===== src/rtl/regfile_seq_pkg.sv =====
// Shared types and default geometry for the register-file address sequencer.
package regfile_seq_pkg;

  localparam int unsigned AW_DEF   = 6;
  localparam int unsigned LEAD_DEF = 2;

  typedef enum logic [1:0] {
    ST_IDLE  = 2'd0,
    ST_PRIME = 2'd1,
    ST_RUN   = 2'd2,
    ST_DONE  = 2'd3
  } state_e;

endpackage


===== src/rtl/regfile_seq_ctrl.sv =====
// Read/write address sequencer for the regfile -> ALU -> write-back loop:
// primes the read port, then sweeps reads while writing LEAD registers ahead.
module regfile_seq_ctrl
  import regfile_seq_pkg::*;
#(
  parameter int unsigned AW   = AW_DEF,
  parameter int unsigned LEAD = LEAD_DEF
) (
  input  logic          clk,
  input  logic          rst_n,
  input  logic          start,
  input  logic [AW-1:0] base,
  input  logic [AW-1:0] len,
  input  logic          stall,
  output logic [AW-1:0] r_addr,
  output logic [AW-1:0] w_addr,
  output logic          w_ena,
  output logic          busy,
  output logic          done
);

  state_e        state_q, state_d;
  logic [AW-1:0] ptr_q, ptr_d;
  logic [AW-1:0] cnt_q, cnt_d;
  logic [AW-1:0] waddr_q;
  logic          busy_q, busy_d;
  logic          done_q, done_d;
  logic          w_ena_c;

  // State register plus registered address/status decode.
  always_ff @(posedge clk or negedge rst_n) begin
    if (!rst_n) begin
      state_q <= ST_IDLE;
      ptr_q   <= '0;
      cnt_q   <= '0;
      waddr_q <= AW'(LEAD);
      busy_q  <= 1'b0;
      done_q  <= 1'b0;
    end else begin
      state_q <= state_d;
      ptr_q   <= ptr_d;
      cnt_q   <= cnt_d;
      waddr_q <= ptr_d + AW'(LEAD);
      busy_q  <= busy_d;
      done_q  <= done_d;
    end
  end

  // Next state, pointer/count stepping, and the write strobe.
  always_comb begin
    state_d = state_q;
    ptr_d   = ptr_q;
    cnt_d   = cnt_q;
    w_ena_c = 1'b0;

    unique case (state_q)
      ST_IDLE: begin
        if (start) begin
          ptr_d   = base;
          cnt_d   = len;
          state_d = (len != '0) ? ST_PRIME : ST_DONE;
        end
      end
      ST_PRIME: begin
        state_d = ST_RUN;
      end
      ST_RUN: begin
        w_ena_c = ~stall;
        // A stalled cycle leaves pointer and count untouched so it repeats.
        if (!stall) begin
          ptr_d = ptr_q + AW'(1);
          cnt_d = cnt_q - AW'(1);
          if (cnt_q == AW'(1)) begin
            state_d = ST_DONE;
          end
        end
      end
      ST_DONE: begin
        state_d = ST_IDLE;
      end
      default: begin
        state_d = ST_IDLE;
      end
    endcase

    busy_d = (state_d == ST_PRIME) || (state_d == ST_RUN);
    done_d = (state_d == ST_DONE);
  end

  assign r_addr = ptr_q;
  assign w_addr = waddr_q;
  assign w_ena  = w_ena_c;
  assign busy   = busy_q;
  assign done   = done_q;

endmodule


===== config.mk =====
export PLATFORM = sky130hd
export DESIGN_NAME = regfile_seq_ctrl
export DESIGN_NICKNAME = d
export VERILOG_FILES = /design/src/rtl/regfile_seq_pkg.sv /design/src/rtl/regfile_seq_ctrl.sv
export SDC_FILE = /design/constraint.sdc
export NUM_CORES = 1
export LEC_CHECK = 0
export ABC_AREA = 1
export CAP_MARGIN = 20
export CORE_ASPECT_RATIO = 0.5
export CORE_MARGIN = 2
export CORE_UTILIZATION = 40
export DETAILED_ROUTE_END_ITERATION = 10
export PLACE_DENSITY_LB_ADDON = 0.3
export SETUP_SLACK_MARGIN = 0.02
export SYNTH_ARGS = -nofsm -noshare
export SYNTH_HDL_FRONTEND = slang
export SYNTH_SLANG_ARGS = --single-unit

===== constraint.sdc =====
create_clock -name clk -period 2.91 [get_ports clk]
set_clock_uncertainty 0.2 [all_clocks]
set_input_delay 0.582 -clock clk [delete_from_list [all_inputs] [get_ports clk]]
set_output_delay 0.582 -clock clk [all_outputs]
set_load 0.01 [all_outputs]

==> results.yml, run 1 <==
outcome:
  status: "completed"
detailed_routing:
  routedWlPerCell_um: 11.8
  vias_per_cell: 4.84
  drt-total-wl_um: 2690
  dr.pass1.iters: 4
  antenna_left: 0
  drc_errors: 0
  vias: 1104
  drt_iter0_drc: 65
sta:
  setup-tns-final_ns: 0
  fin_ws_ns: 0.492
  fmax_mhz: 413
  setup_viol: 0
  slew_headroom_pct: 79.4
  report.final.hold_viol_count: 0
  finalCritPeriodShare_pct: 83.1
  rsz0062_at_grt: "false"
  worst_pin_slew_ns: 0.305
  drv_slew: 0
  period_needed_ns: 2.42
synthesis:
  synth_seq_cells: 21
  synth_top_area_share_pct: 39.9
  yosysTopAreaCell: "dfrtp_1"
  synth_warnings: 0
  ys_seq_area_share_pct: 42.0
  synth_nets: 177
  syn_area_um2: 1250
  syn_inst: 154
  syn_area_per_cell_um2: 8.14
  synth_cell_types: 32
  synth_area_leaders: "dfrtp_1, nand2_1, ha_1"
cts:
  cts_tree: "built"
  cts_buffers: 3
  clock_sinks: 21
  cts.clk_slew.worst_paths_ns: 0.07
  cts_htree_levels: 1
  cts_resized: 0
  cts_buffer_depth: 2
  root_buffer: "clkbuf_8"
  ctsHoldBuffers: 0
  postCtsSetupRepairBufs: 0
  insertion_delay_ns: 0.26
worst_hold_path:
  min_to: "cnt_q[4]$_DFFE_PN0P_"
  hold_path_class: "register to register"
  whs_path_depth: 2
  holdCritStartpoint: "cnt_q[4]$_DFFE_PN0P_"
floorplan:
  die_h_um: 43.6
  dieArea_um2: 3630
  io_pins: 31
  coreArea_um2: 3000
  die_w_um: 83.2
  rows: 14
  initial_core_util_pct: 41.9
global_routing:
  overflow: 0
  grt_pass1_vias: 1052
  grt_pass1_wl_um: 4640
  antenna_found_initial: 0
  track_usage_pct: 16.2
  grt_max_degree: 22
worst_setup_path:
  crit_path_end_kind: "output port"
  arrival_ns: 1.64
  r2r_slack_ns: 0.82
  cp_slowest_cell: "clkdlybuf4s50_1"
  crit_required_ns: 2.13
  crit_type: "primary input to output port"
  r2r_cells: 13
  rr_endpoint: "w_addr[5]$_DFF_PN0_"
  path_max_fanout: 2
  path_cells: "clkdlybuf4s50_1, nor2_1, clkdlybuf4s50_1"
  slowest_delay_ns: 0.54
  crit_path_frequent_cell: "clkdlybuf4s50_1"
  start_kind: "primary input"
  rr_startpoint: "state_q[0]$_DFF_PN0_"
run:
  drv_cap: 0
power:
  p_per_area_nw_per_um2: 1090
  cellLeakagePower_nw: 0.798
  ir_worst_vdd_v: 0.000554
layout:
  final_cell_mix: "nand2_1, clkdlybuf4s50_1, inv_1"
  finalNonFillerCells: 228
  post-route-util_pct: 54.8
  area_delta_synth_final_pct: 31.0
  num_antenna_cells: 0
  final_nets: 212
  layout-drive-gt1-share_pct: 10.1
  mostFrequentLayoutCell: "nand2_1"
  postLayoutCellArea_um2: 1640
place:
  routabilityCongestion: 0.842
  place_inst: 224
  port_buffers: 30
  place_ws_ns: 0.479
  dpl_cell_area_um2: 1600
  dp_hpwl_um: 2050
through the flow:
stage | power, mW | hold slack, ns
after floorplan | 1.24 | 0.0864
after global placement | 1.59 | 0.317
after detailed placement | 1.61 | 0.324
after CTS | 1.81 | 0.343
after global routing | 1.96 | 0.379
final | 1.79 | 0.342
logic make-up (layout without fill, tap and decap cells):
kind of cell | count (synthesis) | count (layout) | share of synthesized area, %
buffers and inverters | 29 | 63 | 10.4
adders and majority gates | 7 | 7 | 6.99
DFF | 21 | 21 | 42.0
xor gates and xnor gates | 3 | 3 | 2.10
and+or+nand+nor | 68 | 68 | 25.1
AOI/OAI and AO/OA | 26 | 26 | 13.5
cell usage after synthesis:
cell,count
a21oi_1,4
nor2_1,10
dfstp_2,1
inv_2,3
nor3_1,3
nor3b_1,1
nor2_4,1
o21ai_1,3
nand3_2,1
nand2_2,3
a21oi_4,1
nand2_1,34
o21bai_1,1
nand2_4,1
o21ai_0,7
a21o_1,1
dfrtp_1,20
a22oi_1,1
o22ai_1,2
a21oi_2,1
nor4_1,1
nand4_1,3
nand3_1,10
clkbuf_1,1
inv_1,22
o311ai_0,1
buf_4,1
o211ai_1,4
ha_1,7
buf_6,1
clkbuf_8,1
xor2_1,3
area by class of cell:
type,instances,area [µm²]
Fill cell,281,1350
Multi-Input combinational cell,104,597
Sequential cell,21,527
Timing Repair Buffer,34,330
Inverter,25,93.8
Tap cell,40,50.0
Clock buffer,4,45.0
worst max path at each step:
stage,from,to,slack [ns],cells past startpoint
finish,stall,w_ena,0.49,3
global placement,stall,w_ena,0.49,3
CTS,stall,w_ena,0.48,3
floorplan,state_q[0]$_DFF_PN0_,w_ena,1.09,5
global route,stall,w_ena,0.46,3
detailed placement,stall,w_addr[5]$_DFF_PN0_,0.48,13
sequential cells by signal (all words and copies together), names as in the netlist, named ones only:
name	flops
w_addr	5
done	1
cnt_q	6
state_q	2
busy	1
r_addr	5
power breakdown:
| part | total [mW] | internal, mW | switching [mW] |
|---|---|---|---|
| combinational | 1.05 | 0.460 | 0.593 |
| sequential | 0.549 | 0.451 | 0.0986 |
| clock | 0.191 | 0.0975 | 0.0935 |
worst max-delay path: cells and delay by family:
kind                   cells  cell delay [ns]
buffers and inverters      2             0.96
and+or+nand+nor            1             0.10
layer usage:
| metal | track usage [%] | vias to the layer above | part of all wire [%] |
|---|---|---|---|
| li1 | - | 570 | - |
| met1 | 20.7 | 511 | 48 |
| met2 | 26.8 | 21 | 46 |
| met3 | 5.52 | 2 | 5.4 |
| met4 | 4.59 | 0 | 0.93 |
| met5 | 0 | - | 0 |
Power figures use the tool's default switching activity.
==> run 2: changes to the inputs <==
- clock period: 2.91 -> 2.18 ns (I/O delays scaled with it)
==> results.yml, run 2 (synthesis results as in run 1) <==
outcome:
  status: "completed"
floorplan:
  coreArea_um2: 3000
  dieArea_um2: 3630
  io_pins: 31
  rows: 14
  initial_core_util_pct: 41.9
  die_h_um: 43.6
  die_w_um: 83.2
sta:
  report.final.hold_viol_count: 0
  fmax_mhz: 504
  finalCritPeriodShare_pct: 91.1
  slew_headroom_pct: 77.9
  rsz0062_at_grt: "false"
  setup_viol: 0
  drv_slew: 0
  setup-tns-final_ns: 0
  period_needed_ns: 1.99
  worst_pin_slew_ns: 0.328
cts:
  ctsHoldBuffers: 0
  cts.clk_slew.worst_paths_ns: 0.08
  root_buffer: "clkbuf_8"
  cts_htree_levels: 1
  cts_resized: 1
  insertion_delay_ns: 0.26
  cts_buffer_depth: 2
  cts_buffers: 3
  clock_sinks: 21
  postCtsSetupRepairBufs: 0
  cts_tree: "built"
layout:
  layout-drive-gt1-share_pct: 12.9
  largest_reg_flops: 6
  num_antenna_cells: 0
  mostFrequentLayoutCell: "nand2_1"
  final_cell_mix: "nand2_1, clkdlybuf4s50_1, inv_1"
  post-route-util_pct: 56.3
  regMostFlops: "cnt_q"
  final_nets: 218
  area_delta_synth_final_pct: 34.5
worst_setup_path:
  rr_endpoint: "w_addr[5]$_DFF_PN0_"
  rr_startpoint: "state_q[0]$_DFF_PN0_"
  crit_end: "w_ena"
  crit_required_ns: 1.54
  r2r_slack_ns: 0.24
  crit_start: "state_q[0]$_DFF_PN0_"
  crit_type: "register to output port"
  crit_path_end_kind: "output port"
  path_max_fanout: 4
  start_kind: "register"
  arrival_ns: 1.35
  r2r_cells: 10
run:
  drv_cap: 0
place:
  port_buffers: 30
  routabilityCongestion: 0.867
  dp_hpwl_um: 2150
power:
  cellLeakagePower_nw: 0.831
  swShare_pct: 43.2
  p_sw_mw: 1.08
  ir_worst_vdd_v: 0.000669
  p_per_area_nw_per_um2: 1480
  combPwrFrac_pct: 60.1
  pwr-share-clk_pct: 10.4
  p_seq_share_pct: 29.5
  p_int_mw: 1.41
detailed_routing:
  dr.pass1.iters: 4
  drt_iter0_drc: 46
  antenna_left: 0
  drt-total-wl_um: 2770
  routedWlPerCell_um: 11.8
  vias: 1142
  vias_per_cell: 4.88
  drc_errors: 0
global_routing:
  grt_max_degree: 22
  overflow: 0
  antenna_found_initial: 0
  grt_pass1_vias: 1086
  track_usage_pct: 17.1
  grt_pass1_wl_um: 4860
worst_hold_path:
  hold_path_class: "primary input to async pin"
-- run 2: cell types whose count changed in the layout (fill, tap and decap cells not counted) --
| cell | change |
|---|---|
| clkdlybuf4s50_1 | -1 |
| buf_4 | +6 |
| dlygate4sd2_1 | +1 |
-- run 2: per-stage QoR --
| step | instances | instance area [µm²] | total power [mW] | hold WS (ns) | setup WS [ns] |
|---|---|---|---|---|---|
| 6_report | 234 | 1690 | 2.49 | 0.309 | 0.194 |
| 5_1_grt | 234 | 1690 | 2.74 | 0.327 | 0.0860 |
| 4_1_cts | 234 | 1690 | 2.50 | 0.314 | 0.184 |
| 3_5_place_dp | 230 | 1640 | 2.24 | 0.325 | -0.00368 |
| 3_3_place_gp | 230 | 1640 | 2.20 | 0.321 | 0.00191 |
| 2_1_floorplan | 154 | 1250 | 1.65 | -0.0596 | 0.383 |
-- run 2: layer usage --
layer  share of wire [%]  GRT usage (%)  vias up
li1                    -              -      588
met1                  51           22.6      525
met2                  45           28.1       27
met3                 4.1           5.14        2
met4                0.61           4.92        0
met5                   0              0        -
-- run 2: final cells by class --
class	count	area, µm²
Fill cell	270	1310
Inverter	25	93.8
Tap cell	40	50.0
Multi-Input combinational cell	104	597
Clock buffer	4	45.0
Timing Repair Buffer	40	374
Sequential cell	21	527
-- run 2: worst min-delay path by stage --
| stage | start | end | slack [ns] |
|---|---|---|---|
| detailed placement | cnt_q[4]$_DFFE_PN0P_ | cnt_q[4]$_DFFE_PN0P_ | 0.33 |
| finish | rst_n | w_addr[2]$_DFF_PN0_ | 0.31 |
| global route | rst_n | r_addr[2]$_DFF_PN0_ | 0.33 |
| CTS | rst_n | w_addr[2]$_DFF_PN0_ | 0.31 |
| global placement | cnt_q[4]$_DFFE_PN0P_ | cnt_q[4]$_DFFE_PN0P_ | 0.32 |
| floorplan | rst_n | async pin | -0.06 |
-- run 2: power groups by stage --
stage	combinational, mW	clock, mW	sequential (mW)
after floorplan	0.874	0	0.780
final	1.50	0.259	0.736
after CTS	1.50	0.267	0.735
after detailed placement	1.49	0	0.746
after global routing	1.68	0.289	0.763
after global placement	1.46	0	0.741
-- run 2: worst max-delay path, cell delays in order, from the launching register on --
cell           delay (ns)
dfrtp_1              0.37
inv_1                0.10
ha_1                 0.17
inv_1                0.10
nor2_1               0.09
dlygate4sd2_1        0.27
==> run 3: changes to the inputs <==
- CORE_ASPECT_RATIO: 0.5 -> not set
- SETUP_SLACK_MARGIN: 0.02 -> not set
==> results.yml, run 3 (synthesis results as in run 1) <==
sta:
  fmax_mhz: 489
  setup_viol: 0
  whs_ns: 0.231
  fin_ws_ns: 0.136
  drv_slew: 0
  finalCritPeriodShare_pct: 93.7
  report.final.hold_viol_count: 0
  period_needed_ns: 2.04
  rsz0062_at_grt: "false"
  worst_pin_slew_ns: 0.272
  slew_headroom_pct: 81.6
place:
  routabilityCongestion: 0.831
  place_ws_ns: -0.00849
  place_inst: 232
  dp_hpwl_um: 2280
  port_buffers: 30
  dpl_cell_area_um2: 1630
worst_setup_path:
  cp_slowest_cell: "dfrtp_1"
  cp_top_family: "buffers and inverters"
  crit_start: "state_q[0]$_DFF_PN0_"
  arrival_ns: 1.41
  crit_path_end_kind: "output port"
  crit_path_frequent_cell: "inv_1"
  crit_cells: 5
  slowest_delay_ns: 0.38
  start_kind: "register"
  crit_type: "register to output port"
  crit_required_ns: 1.54
  path_max_fanout: 3
  rr_startpoint: "state_q[1]$_DFF_PN0_"
  rr_endpoint: "w_addr[5]$_DFF_PN0_"
  crit_end: "w_ena"
  path_cells: "inv_1, ha_1, inv_1, nor2_1, dlygate4sd2_1"
  cp_num_buf_inv: 3
  r2r_slack_ns: 0.28
  r2r_cells: 11
global_routing:
  overflow: 0
  grt_max_degree: 22
  grt_pass1_wl_um: 5040
  track_usage_pct: 19.3
  grt_pass1_vias: 1104
  antenna_found_initial: 0
layout:
  regMostFlops: "cnt_q"
  mostFrequentLayoutCell: "nand2_1"
  regArea_um2: 527
  layout-drive-gt1-share_pct: 12.5
  nFillCells: 293
  finalNonFillerCells: 236
  largest_reg_flops: 6
  final_cell_mix: "nand2_1, clkdlybuf4s50_1, inv_1"
  area_delta_synth_final_pct: 32.5
  num_antenna_cells: 0
  final_nets: 216
  multiInputGateArea_um2: 597
  postLayoutCellArea_um2: 1660
power:
  p_per_area_nw_per_um2: 1470
  power_mw: 2.44
  cellLeakagePower_nw: 0.813
  ir_worst_vdd_v: 0.000665
cts:
  ctsHoldBuffers: 0
  cts_resized: 1
  insertion_delay_ns: 0.32
  cts.clk_slew.worst_paths_ns: 0.13
  cts_buffer_depth: 2
  clock_sinks: 21
  cts_htree_levels: 1
  postCtsSetupRepairBufs: 0
  cts_buffers: 3
  cts_tree: "built"
  root_buffer: "clkbuf_4"
detailed_routing:
  drt-total-wl_um: 2980
  vias: 1116
  drc_errors: 0
  vias_per_cell: 4.73
  drt_iter0_drc: 57
  antenna_left: 0
  dr.pass1.iters: 4
  routedWlPerCell_um: 12.6
floorplan:
  rows: 20
  die_h_um: 60.0
  io_pins: 31
  die_w_um: 60.0
  dieArea_um2: 3600
  coreArea_um2: 3030
  initial_core_util_pct: 41.4
outcome:
  status: "completed"
worst_hold_path:
  hold_path_class: "primary input to async pin"
run:
  drv_cap: 0
## run 3: power by group
part / leakage, nW / total [mW] / switching (mW) / internal (mW)
combinational: 0.542 / 1.50 / 0.827 / 0.668
sequential: 0.257 / 0.742 / 0.142 / 0.600
clock: 0.0139 / 0.205 / 0.135 / 0.0703
## run 3: area by class of cell
class | instances | area share, %
Inverter | 25 | 5.65
Clock buffer | 3 | 1.36
Tap cell | 44 | 3.31
Timing Repair Buffer | 38 | 21.6
Multi-Input combinational cell | 104 | 35.9
Clock inverter | 1 | 0.452
Sequential cell | 21 | 31.7
## run 3: worst register-to-register path, cell delays in order, from the launching register on
cell	delay, ns
dfrtp_1	0.41
inv_1	0.08
ha_1	0.23
nand2_1	0.17
inv_1	0.12
nand2_1	0.08
nand3_1	0.09
ha_1	0.20
nand2_1	0.07
nor2_1	0.08
nand2_1	0.05
nand2_1	0.05
## run 3: per-stage QoR
step | utilization (%) | setup TNS [ns]
after floorplan | - | 0
after global placement | 53.9 | 0
after detailed placement | 53.9 | -0.0133
after CTS | 54.9 | 0
after global routing | 54.9 | 0
final | 54.9 | 0
## run 3: layer usage
layer | GRT usage [%] | vias up | part of all wire (%)
met2 | 32.3 | 21 | 48
li1 | - | 576 | -
met1 | 24.2 | 514 | 45
met3 | 3.68 | 5 | 4.1
met5 | 0 | - | 0
met4 | 8.25 | 0 | 2.1
## run 3: worst min-delay path by stage
stage               cells after the start                   end                  from
global route                            2  cnt_q[2]$_DFFE_PN0P_                 rst_n
CTS                                     2  cnt_q[2]$_DFFE_PN0P_                 rst_n
floorplan                               0             async pin                 rst_n
detailed placement                      2  cnt_q[4]$_DFFE_PN0P_  cnt_q[4]$_DFFE_PN0P_
global placement                        2  cnt_q[3]$_DFFE_PN0P_  cnt_q[3]$_DFFE_PN0P_
finish                                  2  cnt_q[2]$_DFFE_PN0P_                 rst_n
==> edit 1 (settings of run 2) <==
Reset style: synchronous (`rst_n`), changed in one clocked block.
--- a/src/rtl/regfile_seq_ctrl.sv
+++ b/src/rtl/regfile_seq_ctrl.sv
@@ -29,5 +29,5 @@
 
   // State register plus registered address/status decode.
-  always_ff @(posedge clk or negedge rst_n) begin
+  always_ff @(posedge clk) begin
     if (!rst_n) begin
       state_q <= ST_IDLE;
Behaviour: differs if rst_n is asserted again (counterexample within 4 cycles, from zero or initial values and one cycle with rst_n low); with rst_n held inactive, the same outputs for 10 cycles.
==> edit 1 against run 2 <==
Area after synthesis fell by 0.20%. Wire length fell by 1.6%. Count of clock-buffer cells in the layout fell by 1. Sequential cell count did not move. Worst setup slack got worse by 0.020 ns. Non-clock buffer count rose by 1. Cell area rose by 1.2%. Critical path type is now input pin to output port. Critical endpoint unchanged.
Power is not compared: it rests on default switching activity, and its combinational part moved more than twofold at a synthesized area within 25%.
==> edit 1: results (changes against run 2) <==
status: "complete, no violations"  # unchanged
endpoint: "w_ena"  # unchanged
ir_drop_uv: 311
grt_first_pass_wirelength_um: 4450  # was 4860 um
synthAdderAreaFrac_pct: 7.00  # was 6.99%
cp-startpoint: "stall"  # was state_q[0]
avgRoutedWirePerCell_um: 10.4  # was 11.8 um
syn_nets: 205  # was 177
crit_family: "buffers and inverters"  # unchanged
synth_xor_xnor_area_share_pct: 0.700  # was 2.10%
p_int_w: 0.000770
clock_latency_ns: 0.26  # about the same
netlist_top_cells_count: "nand2_1 (37), inv_1 (29), nor2_1 (23)"  # was nand2_1 (34), inv_1 (22), dfrtp_1 (20)
ys_async_sr_fraction_pct: 0  # was 100%
grt_pass1_vias: 1045  # was 1,086
nets: 247  # was 218
port_buffers: 30  # unchanged
seq_area_frac_synth_pct: 33.6  # was 42.0%
pg_comb_w: 0.000441
place_congestion: 0.824  # was 0.867
r2r_end: "w_addr[5]"  # unchanged
top_register: "cnt_q"  # unchanged
cp.arrival_ns: 1.37  # was 1.35 ns
grtUsageTotal_pct: 15.8  # was 17.1%
ctsResizeCount: 1  # unchanged
cp_max_fo: 2  # was 4
cp_slowest_cell: "clkdlybuf4s50_1"  # was dfrtp_1
h-tree-depth: 1  # unchanged
r2r_cells: 12  # was 10
dp_slack_ns: -0.0575  # was -0.00368 ns
drt_iter0_markers: 48  # was 46
regToRegStartpoint: "state_q[0]"  # unchanged
clkTransAtPathRegs_ns: 0.08  # about the same
drt_first_pass_iters: 4  # unchanged
clkPwrFrac_pct: 22.2
p_leak_nw: 0.815
viasPerCell: 4.67  # was 4.88
syn-instance-count: 182  # was 154
whs_path_depth: 2
synth_cell_types: 31  # was 32
dp.cells: 259  # was 230
clock_path_buffers: 2  # unchanged
holdPathEnd: "cnt_q[5]"
cpPeakStageDelay_ns: 0.48  # was 0.37 ns
finalHoldWorstSlack_ns: 0.285  # was 0.309 ns
hp-start: "cnt_q[5]"
synth_compound_area_share_pct: 14.9  # was 13.5%
synth_mux_area_share_pct: 0  # unchanged
hpwl_um: 2120  # was 2150 um
r2r_slack_ns: 0.20  # was 0.24 ns
drive_gt1_share_pct: 15.2  # was 12.9%
hp-class: "register to register"  # was input pin to async pin
antenna_found_initial: 0  # unchanged
worst_slew_pin_slew_ns: 0.483  # was 0.328 ns
vias: 1228  # was 1,142
grt_max_degree: 14  # was 22
synth_warnings: 0  # unchanged
synth.area.top_cells: "dfxtp_1 (34%), nand2_1 (11%), inv_1 (8.7%)"  # was dfrtp_1 (40%), nand2_1 (10%), ha_1 (7.0%)
n_fill_cell: 288  # was 270
==> edit 1: changes by cell type in the layout (fill, tap and decap cells not counted), sizes merged, moves of 3 or more <==
cell           run 2  this run
dfrtp             20         0
nor2              11        26
o211ai             4         1
nand2             38        44
inv               25        33
dfxtp              0        21
a21oi              6        11
a211oi             0         3
==> edit 1: per-stage QoR <==
step	power, W	TNS, ns	area, um^2
CTS	0.00119	0	1710
finish	0.00117	0	1710
detailed placement	0.000925	-0.102	1660
global route	0.00126	0	1710
floorplan	0.000747	0	1250
global placement	0.000919	-0.0271	1660
==> edit 1: cells by family after synthesis <==
group	Yosys count
compound gates	30
xor+xnor	1
fa+ha+maj	7
buf+inv	37
flops	21
simple gates	86
==> edit 1: metal layers <==
layer	share of wire (%)	wire [um]	GRT usage [%]	vias up
met3	5.9	160	4.95	4
met5	0	0	0	-
met1	49	1340	20.2	532
li1	-	-	-	665
met2	43	1180	25.5	27
met4	1.9	52	6.23	0
==> edit 1: layout make-up <==
| cell class | count | area, um^2 | share of cell area, % |
|---|---|---|---|
| repair buffers | 41 | 382 | 22.4 |
| flip-flops and latches | 21 | 420 | 24.6 |
| inverters | 33 | 124 | 7.26 |
| well taps | 40 | 50.0 | 2.93 |
| multi-input cells | 124 | 684 | 40.1 |
| clock buffers | 3 | 41.3 | 2.42 |
| clock inverters | 1 | 5.00 | 0.293 |
==> edit 1: worst reg2reg max path, delay by kind of cell (launching register included) <==
family                   cells  cell delay (ns)
adder cells (fa/ha/maj)      2             0.47
AND/OR/NAND/NOR              6             0.47
flip-flops                   1             0.32
buffers and inverters        3             0.30
AO/OA/AOI/OAI                1             0.14
==> edit 2 (config.mk and constraints of run 2) <==
Without the edit above. `AW_DEF`: 6 -> 4.
--- a/src/rtl/regfile_seq_pkg.sv
+++ b/src/rtl/regfile_seq_pkg.sv
@@ -2,5 +2,5 @@
 package regfile_seq_pkg;
 
-  localparam int unsigned AW_DEF   = 6;
+  localparam int unsigned AW_DEF   = 4;
   localparam int unsigned LEAD_DEF = 2;
 
Interface: changed (resized base, len, r_addr and w_addr); port bits go from 31 to 23. No check against the original RTL was run, so the function may have changed too.
==> edit 2 against run 2 <==
Die area down 28%. Critical path depth unchanged. Area after synthesis shrank 30%. Core utilization rose by 5.2 points. Via count decreased by 33%. Sequential share of layout area down 0.10 points. Clock power is 13% lower. Wire length shrank 33%. Total power decreased by 32%. Sequential cell count fell by 6. Cell area is 28% lower. Combinational power fell by 36%. Maximum frequency down 0.89%. Worst setup slack worse by 0.018 ns. Largest power group unchanged. Highest routed layer unchanged.
==> edit 2: results (changes against run 2) <==
wl_met1_um: 879  # was 1400 um
syn_area_per_cell_um2: 8.50  # was 8.14 um^2
h-tree-depth: 1  # unchanged
clock_path_buffers: 2  # unchanged
crit_family: "buffers and inverters"  # unchanged
place_congestion: 0.769  # was 0.867
netlist_top_cells_count: "nand2_1 (26), dfrtp_1 (14), inv_1 (13)"  # was nand2_1 (34), inv_1 (22), dfrtp_1 (20)
cp.arrival_ns: 1.37  # was 1.35 ns
vias: 767  # was 1,142
cpPeakStageDelay_ns: 0.48  # was 0.37 ns
grtUsageTotal_pct: 16.8  # was 17.1%
synth.area.top_cells: "dfrtp_1 (40%), nand2_1 (11%), ha_1 (10%)"  # was dfrtp_1 (40%), nand2_1 (10%), ha_1 (7.0%)
grt_max_degree: 9  # was 22
clock_latency_ns: 0.25
dp_slack_ns: -0.0706  # was -0.00368 ns
dp.cells: 156  # was 230
clockRootBuffer: "clkbuf_8"  # unchanged
clkTransAtPathRegs_ns: 0.06  # was 0.08 ns
seq_area_frac_synth_pct: 43.0  # was 42.0%
drive_gt1_share_pct: 15.7  # was 12.9%
highest_layer: "met4"  # unchanged
synth_cell_types: 25  # was 32
wl_met3_um: 85  # was 113 um
p_int_w: 0.00100  # was 0.00141 W
viasPerCell: 4.79  # was 4.88
synth_xor_xnor_area_share_pct: 1.00  # was 2.10%
status: "complete, no violations"  # unchanged
wl_met2_um: 852  # was 1240 um
n_fill_cell: 174  # was 270
slew-limit-headroom_pct: 76.9  # was 77.9%
nets: 154  # was 218
grt_pass1_vias: 699  # was 1,086
cts_buffers: 3  # unchanged
syn_nets: 122  # was 177
synth_compound_area_share_pct: 12.4  # was 13.5%
avgRoutedWirePerCell_um: 11.6  # was 11.8 um
placed_area_um2: 1170  # was 1640 um^2
largest_register_ffs: 4  # was 6
drt_iter0_markers: 27  # was 46
grt_first_pass_wirelength_um: 3150  # was 4860 um
cp_max_fo: 2  # was 4
num_antenna_cells: 0  # unchanged
top_register: "cnt_q"  # unchanged
hpwl_um: 1510  # was 2150 um
ir_drop_uv: 626  # was 669 uV
synthAdderAreaFrac_pct: 10.0  # was 6.99%
port_buffers: 22  # was 30
ys_async_sr_fraction_pct: 100  # unchanged
cp_slowest_cell: "clkdlybuf4s50_1"  # was dfrtp_1
p_leak_nw: 0.600  # was 0.831 nW
[edit 2: cell count changes in the layout (fill, tap and decap cells not counted), moves of 3 or more]
cell	before	now
a21oi_1	4	1
buf_4	10	7
clkdlybuf4s50_1	29	21
dfrtp_1	20	14
inv_1	22	13
nand2_1	34	26
nor3_1	3	0
o21ai_0	7	3
[edit 2: power by group through the flow]
stage	logic, W	registers (W)	clock network (W)
2_1_floorplan	0.000569	0.000547	0
3_3_place_gp	0.000935	0.000520	0
3_5_place_dp	0.000963	0.000527	0
4_1_cts	0.000965	0.000524	0.000232
5_1_grt	0.00108	0.000541	0.000247
6_report	0.000955	0.000524	0.000225
[edit 2: layout make-up]
cell class / count / area [um^2] / area share, %
clock buffer: 4 / 45.0 / 3.72
inverter: 15 / 58.8 / 4.86
multi-input combinational: 71 / 425 / 35.2
sequential: 15 / 377 / 31.1
tap: 26 / 32.5 / 2.69
timing repair buffer: 29 / 272 / 22.4
[edit 2: kinds of logic after synthesis]
kind of cell / Yosys count
buf+inv: 17
compound gates: 14
simple gates: 49
fa+ha+maj: 7
flops: 15
xor+xnor: 1
[edit 2: worst paths after layout]
kind                       startpoint         to  slack [ns]  cells after the start
setup / recovery                stall      w_ena        0.18                      5
hold / removal                  rst_n  w_addr[3]        0.26                      1
setup reg to reg           state_q[0]  w_addr[3]        0.25                     10
hold reg to reg             r_addr[1]  w_addr[1]        0.29                      1
max in group asynchronous       rst_n   cnt_q[3]        1.10                      2
min in group clk            r_addr[1]  w_addr[1]        0.29                      1
[edit 2: metal layers]
layer,global-route usage [%],up-vias
met5,0,-
met4,10.1,0
met3,4.14,5
met2,28.8,18
met1,19.7,351
li1,-,393
